===== src/rtl/datamemory_selftest_responder.sv =====
// Data memory built-in self-test: two-pass write/read-compare sweep started on a
// rising edge of startTests, reporting testDone/dutPassed like any harness sub-tester.
module datamemory_selftest_responder #(
    parameter int unsigned ADDR_WIDTH = 7,
    parameter int unsigned DATA_WIDTH = 32,
    parameter int unsigned MEM_DEPTH  = 128
) (
    input  logic                  clk,
    input  logic                  rst_n,
    input  logic                  startTests,
    output logic                  dutPassed,
    output logic                  testDone,
    output logic [15:0]           errorCount,
    output logic [ADDR_WIDTH-1:0] firstFailAddress,
    output logic [ADDR_WIDTH-1:0] mem_address,
    output logic                  mem_writeEnable,
    output logic [DATA_WIDTH-1:0] mem_dataIn,
    input  logic [DATA_WIDTH-1:0] mem_dataOut
);

    localparam int unsigned CNT_W = ADDR_WIDTH + 1;
    localparam int unsigned ERR_W = 16;
    localparam int unsigned PAT_W = (DATA_WIDTH > 32) ? DATA_WIDTH : 32;
    localparam logic [CNT_W-1:0] LAST_WR = CNT_W'(MEM_DEPTH - 1);
    localparam logic [CNT_W-1:0] LAST_RD = CNT_W'(MEM_DEPTH);

    typedef enum logic [2:0] {
        S_IDLE, S_WRITE0, S_READ0, S_WRITE1, S_READ1, S_DONE
    } state_e;

    state_e                  state_q, state_d;
    logic                    start_q, arm_q;
    logic [CNT_W-1:0]        cnt_q, cnt_d;
    logic [DATA_WIDTH-1:0]   exp_q, exp_d;
    logic [ADDR_WIDTH-1:0]   exp_addr_q, exp_addr_d;
    logic                    cmp_vld_q, cmp_vld_d;
    logic [ERR_W-1:0]        err_q, err_d;
    logic [ADDR_WIDTH-1:0]   ffa_q, ffa_d;
    logic                    done_q, done_d;
    logic                    pass_q, pass_d;
    logic                    we_q, we_d;
    logic [ADDR_WIDTH-1:0]   addr_q, addr_d;
    logic [DATA_WIDTH-1:0]   wdata_q, wdata_d;
    logic                    start_acc;
    logic                    mismatch;

    function automatic logic [DATA_WIDTH-1:0] pattern(input logic [ADDR_WIDTH-1:0] a,
                                                      input logic inv);
        logic [PAT_W-1:0] p;
        p = PAT_W'(a) ^ PAT_W'(32'hA5A5A5A5);
        return DATA_WIDTH'(p) ^ {DATA_WIDTH{inv}};
    endfunction

    // arm_q blocks a start level that was already high when reset released
    assign start_acc = startTests && !start_q && arm_q &&
                       (state_q == S_IDLE || state_q == S_DONE);
    assign mismatch  = cmp_vld_q && (mem_dataOut != exp_q);

    always_ff @(posedge clk or negedge rst_n) begin
        if (!rst_n) begin
            state_q <= S_IDLE;
        end else begin
            state_q <= state_d;
        end
    end

    always_comb begin
        state_d = state_q;
        unique case (state_q)
            S_IDLE, S_DONE: if (start_acc) state_d = S_WRITE0;
            S_WRITE0:       if (cnt_q == LAST_WR) state_d = S_READ0;
            S_READ0:        if (cnt_q == LAST_RD) state_d = S_WRITE1;
            S_WRITE1:       if (cnt_q == LAST_WR) state_d = S_READ1;
            S_READ1:        if (cnt_q == LAST_RD) state_d = S_DONE;
            default:        state_d = S_IDLE;
        endcase
    end

    always_comb begin
        cnt_d      = cnt_q;
        exp_d      = exp_q;
        exp_addr_d = exp_addr_q;
        cmp_vld_d  = 1'b0;
        err_d      = err_q;
        ffa_d      = ffa_q;
        we_d       = 1'b0;
        addr_d     = '0;
        wdata_d    = '0;

        if (mismatch) begin
            if (err_q != '1) err_d = err_q + ERR_W'(1);
            if (err_q == '0) ffa_d = exp_addr_q;
        end

        unique case (state_q)
            S_IDLE, S_DONE: begin
                if (start_acc) begin
                    cnt_d = '0;
                    err_d = '0;
                    ffa_d = '0;
                end
            end
            S_WRITE0, S_WRITE1: begin
                cnt_d = (cnt_q == LAST_WR) ? '0 : cnt_q + CNT_W'(1);
            end
            S_READ0, S_READ1: begin
                cnt_d = (cnt_q == LAST_RD) ? '0 : cnt_q + CNT_W'(1);
                // The final count is a drain cycle: it only retires the last compare
                if (cnt_q != LAST_RD) begin
                    cmp_vld_d  = 1'b1;
                    exp_addr_d = cnt_q[ADDR_WIDTH-1:0];
                    exp_d      = pattern(cnt_q[ADDR_WIDTH-1:0], state_q == S_READ1);
                end
            end
            default: ;
        endcase

        unique case (state_d)
            S_WRITE0, S_WRITE1: begin
                we_d    = 1'b1;
                addr_d  = cnt_d[ADDR_WIDTH-1:0];
                wdata_d = pattern(cnt_d[ADDR_WIDTH-1:0], state_d == S_WRITE1);
            end
            S_READ0, S_READ1: addr_d = cnt_d[ADDR_WIDTH-1:0];
            default: ;
        endcase

        done_d = (state_d == S_DONE);
        pass_d = (state_d == S_DONE) && (err_d == '0);
    end

    always_ff @(posedge clk or negedge rst_n) begin
        if (!rst_n) begin
            start_q    <= 1'b0;
            arm_q      <= 1'b0;
            cnt_q      <= '0;
            exp_q      <= '0;
            exp_addr_q <= '0;
            cmp_vld_q  <= 1'b0;
            err_q      <= '0;
            ffa_q      <= '0;
            done_q     <= 1'b0;
            pass_q     <= 1'b0;
            we_q       <= 1'b0;
            addr_q     <= '0;
            wdata_q    <= '0;
        end else begin
            start_q    <= startTests;
            arm_q      <= arm_q || !startTests;
            cnt_q      <= cnt_d;
            exp_q      <= exp_d;
            exp_addr_q <= exp_addr_d;
            cmp_vld_q  <= cmp_vld_d;
            err_q      <= err_d;
            ffa_q      <= ffa_d;
            done_q     <= done_d;
            pass_q     <= pass_d;
            we_q       <= we_d;
            addr_q     <= addr_d;
            wdata_q    <= wdata_d;
        end
    end

    assign dutPassed        = pass_q;
    assign testDone         = done_q;
    assign errorCount       = err_q;
    assign firstFailAddress = ffa_q;
    assign mem_address      = addr_q;
    assign mem_writeEnable  = we_q;
    assign mem_dataIn       = wdata_q;

endmodule


===== config.mk =====
export PLATFORM = sky130hd
export DESIGN_NAME = datamemory_selftest_responder
export DESIGN_NICKNAME = d
export VERILOG_FILES = /design/src/rtl/datamemory_selftest_responder.sv
export SDC_FILE = /design/constraint.sdc
export NUM_CORES = 1
export LEC_CHECK = 0
export ABC_CLOCK_PERIOD_IN_PS = 5950
export CAP_MARGIN = 0
export CORE_ASPECT_RATIO = 0.7
export CORE_MARGIN = 2
export CORE_UTILIZATION = 53
export CTS_BUF_LIST = sky130_fd_sc_hd__clkbuf_16
export DETAILED_ROUTE_END_ITERATION = 10
export PLACE_DENSITY = 0.85
export SYNTH_ARGS = -nofsm -noshare
export SYNTH_HDL_FRONTEND = slang
export SYNTH_SLANG_ARGS = --single-unit

===== constraint.sdc =====
create_clock -name clk -period 5.95 [get_ports clk]
set_input_delay 0.8925 -clock clk [delete_from_list [all_inputs] [get_ports clk]]
set_output_delay 0.8925 -clock clk [all_outputs]
set_load 0.005 [all_outputs]

# Yosys cells after proc, flatten, opt, wreduce, memory -nomap -nowiden
# Cells that the tools add are included.
[classes]
add_sub_neg = 2
n_eq_ne = 16
muxes = 23
n_bitwise = 4
reduce_logical = 20
[op_table]
columns = ["cell", "n"]
rows = [
  ["$mux 16", 4],
  ["$xor 32x32->32", 2],
  ["$mux 7", 5],
  ["$logic_not 16->1", 2],
  ["$mux 32", 1],
  ["$ne 32x32->1", 1],
  ["$not 3->16", 2],
  ["$mux 8", 3],
  ["$pmux 8 s3", 1],
  ["$add 16x1->16 const B", 1],
  ["$ne 16x16->1 const B", 1],
  ["$mux 3", 5],
  ["$pmux 3 s5", 1],
  ["$eq 3x2->1 const B", 4],
  ["$eq 3x3->1 const B", 4],
  ["$add 8x1->8 const B", 1],
  ["$eq 8x7->1 const B", 1],
  ["$eq 8x8->1 const B", 1],
  ["$ne 8x8->1 const B", 1],
  ["$reduce_or 2->1", 4],
  ["$eq 3x1->1 const B", 2],
  ["$logic_and 1x1->1", 5],
  ["$reduce_and 2->1", 2],
  ["$reduce_or 4->1", 1],
  ["other kinds (6)", 10],
]
[totals]
register_bits = 118
input_bits = 35
out_inout_bits = 65

# Logic depth before layout (Yosys ltp)
[logic_depth]
depth_word = 9
mapped_depth = 10
mapped_depth_nobuf = 10

# Worst setup path after synthesis
# Ideal clock, no wire load.
[synth_path]
kind = "in2reg"
startpoint = "input port mem_dataOut[9]"
endpoint = "register pass_q (netlist: dutPassed)"
setup_ps = 95
arrival_ps = 3165
required_time_ps = 5855
path_slack_ps = 2689
path_stages = 9
path_buffers = 1
path_cell_list = "or4_1 mux2i_1 nand4_1 or4_4 nor2b_4 buf_6 a2111oi_4 o221ai_2 nor4b_2"
[synth_between]
elab_chain_cells = 7
[synth_rtl]
columns = ["item", "line_no", "source"]
rows = [
  ["from (decl)", "18", "input logic [DATA_WIDTH-1:0] mem_dataOut"],
  ["$ne 32x32->1 *", "57", "assign mismatch = cmp_vld_q && (mem_dataOut != exp_q);"],
  ["$logic_and 1x1->1 *", "57", ""],
  ["$mux 16 *", "90", "if (mismatch) begin"],
  ["$mux 16", "97", "if (start_acc) begin"],
  ["$mux 16 *", "95", "unique case (state_q)"],
  ["$logic_not 16->1 *", "129", "pass_d = (state_d == S_DONE) && (err_d == '0);"],
  ["$logic_and 1x1->1 *", "129", ""],
  ["net pass_d", "40", "logic pass_q, pass_d;"],
  ["to (signal assigned)", "157", "pass_q <= pass_d;"],
  ["to (decl)", "40", ""],
]
# Mark *: on every way through the listed nets, which the timed path passes. The rest lies on a longest branch.
# A chain may end at the register's enable or synchronous reset.

# Worst setup path after layout
[layout_path]
startpoint = "input port mem_dataOut[16]"
endpoint = "register pass_q (netlist: dutPassed)"
# The elaborated chain is that of the path after synthesis.

==> metrics.txt <==
Post-Synth Simple-Gate Area 0.210; Synth cell types between 50 and 60; Sw Pwr between 0.3 and 0.4 mW; Vias about 3400; DR pass1 iterations 5; XOR/XNOR Fraction of Synth Area 0.0616; count leader, synth dfrtp_1; Final Routed Wirelength about 9700 microns; Root Driver clkbuf_16; CTS HTree Levels 3; gpl congestion approximately 0.9; GR peak layer met2; switching fraction of total power 0.249; Post-Syn Area ~4000 sq um; Ports 100; average size of a mapped cell around 9.6 sq um; buffer count from post-CTS setup fixing 0; post-CTS sizing 0; Req. time, crit path approximately 6.2 ns; cells taking the most area after synthesis dfrtp_1 (45%), nor2_1 (4.7%), xnor2_1 (4.4%), buf_4 (4.3%), mux2i_1 (4.3%); list of most frequent post-synthesis cells dfrtp_1 (72), nor2_1 (50), a21oi_1 (27), buf_4 (23), nand2_1 (22); TritonCTS clock tree yes; diodes inserted 0; Hold Crit Class flop to flop; drt drc 0; Fmax roughly 280 MHz; Pleak about 2.3 nW; Final min period 3.61 ns; clk buf depth 2; number of global-route vias before repair about 3200; CTS Sinks 72; post-synthesis compound-gate area fraction 0.114; max-cap viol count 0; core area about 7300 sq um; Crit path arrival time 3.85 ns; Crit Path Category primary input to flop; Post-synth EDFFs 0; Fin Clk Skew between 0.003 and 0.004 ns; port bufs roughly 100; Hold Fails Final Rpt 0; multiplexer share of the synthesized area 0.0653; M2 GR Usage 0.375; fin crit share 0.606; initial core utilization 0.547; Worst-path clk slew around 0.05 ns; Final Util 0.707; cell taking the most area after synthesis dfrtp_1; via/cell ratio just under 6; Rows 26; routed length per placed instance around 17 microns; Synth top area share 0.452; RSZ-0062 raised after global routing false; pin count of the biggest net entering global routing 73; layout cells sized above 1 0.0676; part of the power in the clock network 0.427; pwr dens around 260 nW/um^2; fraction of the mapped netlist area in adder cells 0.0126; die width approximately 110 microns; Worst-Margin Slew approximately 0.9 ns; post-route cell area ~5200 sq um; Routed Antenna Nets 0; DPL Wire Length 6730 microns; Yosys reg bits 72; met3 usage 0.0744; overall routing resource usage 0.247; VDD IR-drop max around 130 uV; Slew HR 0.400; setup_tns 0 ns; net count after synthesis ~450; met1 Use GR 0.348; Cell Int Power just under 1 mW; Die Y between 70 and 80 microns; Area after DPL ~4800 sq um; CP startpoint kind primary input; CTS Hold Bufs 0; yosys warns 0; setup violators final 0; die area a little over 8000 sq um; max-slew violations 0; Area growth, synth to finish 29.3%; Seq pwr share 0.429; status completed; CP endpoint kind flop; total gr overflow 0; register area share after synthesis 0.452; Clock Latency Late Sink about 0.34 ns; DRT iter0 DRCs approximately 260; Comb pwr share 0.144; Worst Path Max Fanout 12; top_reg_cell synth dfrtp_1; TritonCTS buffer count 9; largest family of logic cells by synthesized area simple AND/OR/NAND/NOR gates; fraction of registers with async set/reset 1.00; Post-Syn Instances ~410; initial antenna violation count 0; layout net count 522; first-pass GRT wire length ~16000 microns
[per-stage QoR]
stage | power, mW | instances | hold WS [ns] | setup slack [ns]
6_report | 1.32 | 586 | 0.465 | 2.34
2_1_floorplan | 0.676 | 414 | 0.435 | 2.69
4_1_cts | 1.33 | 586 | 0.468 | 2.36
5_1_grt | 1.38 | 586 | 0.492 | 2.14
3_5_place_dp | 0.764 | 570 | 0.457 | 2.02
3_3_place_gp | 0.755 | 570 | 0.451 | 2.14
[per-layer routing]
layer  vias up  part of all wire
li1       1570                 -
met1      1630              0.43
met2       163              0.47
met3        14             0.084
met4         0             0.014
met5         -                 0
[placed cells by master, fill, tap and decap left out, types with 7 or more instances in the layout]
| master | instances |
|---|---|
| clkdlybuf4s50_1 | 98 |
| dfrtp_1 | 72 |
| nor2_1 | 50 |
| a21oi_1 | 27 |
| nand2_1 | 22 |
| xnor2_1 | 20 |
| inv_1 | 17 |
| mux2i_1 | 17 |
| nand4_1 | 16 |
| nand3_1 | 12 |
| o21ai_0 | 11 |
| clkbuf_16 | 9 |
| xor2_1 | 8 |
| and3_1 | 8 |
| mux2_2 | 8 |
| nor3_1 | 7 |
| or4_1 | 7 |
[state kept, by name, summed over array words and instances, names as in the netlist]
register / flops
arm_q: 1
cmp_vld_q: 1
cnt_q: 8
dutPassed: 1
errorCount: 16
exp_addr_q: 7
exp_q: 9
firstFailAddress: 7
mem_address: 7
mem_dataIn: 9
mem_writeEnable: 1
start_q: 1
state_q: 3
testDone: 1
[cell families after synthesis]
logic type / Yosys count
DFF: 72
and+or+nand+nor: 157
xor gates and xnor gates: 28
buffers and inverters: 60
AOI/OAI and AO/OA: 68
muxes: 25
adders and majority gates: 4
[path summary, 6_finish.rpt]
kind	startpoint	to	slack (ns)	depth (start not counted)
max	mem_dataOut[16]	dutPassed$_DFF_PN0_	2.34	9
min	arm_q$_DFF_PN0_	arm_q$_DFF_PN0_	0.46	1
max reg2reg	errorCount[0]$_DFF_PN0_	dutPassed$_DFF_PN0_	2.68	9
min reg2reg	arm_q$_DFF_PN0_	arm_q$_DFF_PN0_	0.46	1
max in group asynchronous	rst_n	firstFailAddress[4]$_DFF_PN0_	4.60	2
min in group asynchronous	rst_n	mem_writeEnable$_DFF_PN0_	0.76	2
[cell type report]
class,count,area [sq um]
Clock inverter,7,87.6
Tap cell,98,123
Timing Repair Buffer,102,1010
Clock buffer,9,225
Multi-Input combinational cell,282,1850
Sequential cell,72,1800
Fill cell,525,2130
Inverter,16,60.1
[power by group through the flow]
stage / logic (mW) / registers (mW) / clock network [mW]
detailed placement: 0.190 / 0.575 / 0
floorplan: 0.118 / 0.559 / 0
global placement: 0.184 / 0.572 / 0
CTS: 0.192 / 0.567 / 0.572
global route: 0.210 / 0.572 / 0.598
finish: 0.191 / 0.568 / 0.565
[worst max-delay path: stages]
cell	delay, ns
clkdlybuf4s50_1	0.42
or4_1	0.50
mux2i_1	0.22
nand4_1	0.13
or4_4	0.64
nor4b_1	0.24
mux2i_1	0.13
a2111oi_0	0.40
nor4b_2	0.28
(Power assumes the default switching activity.)
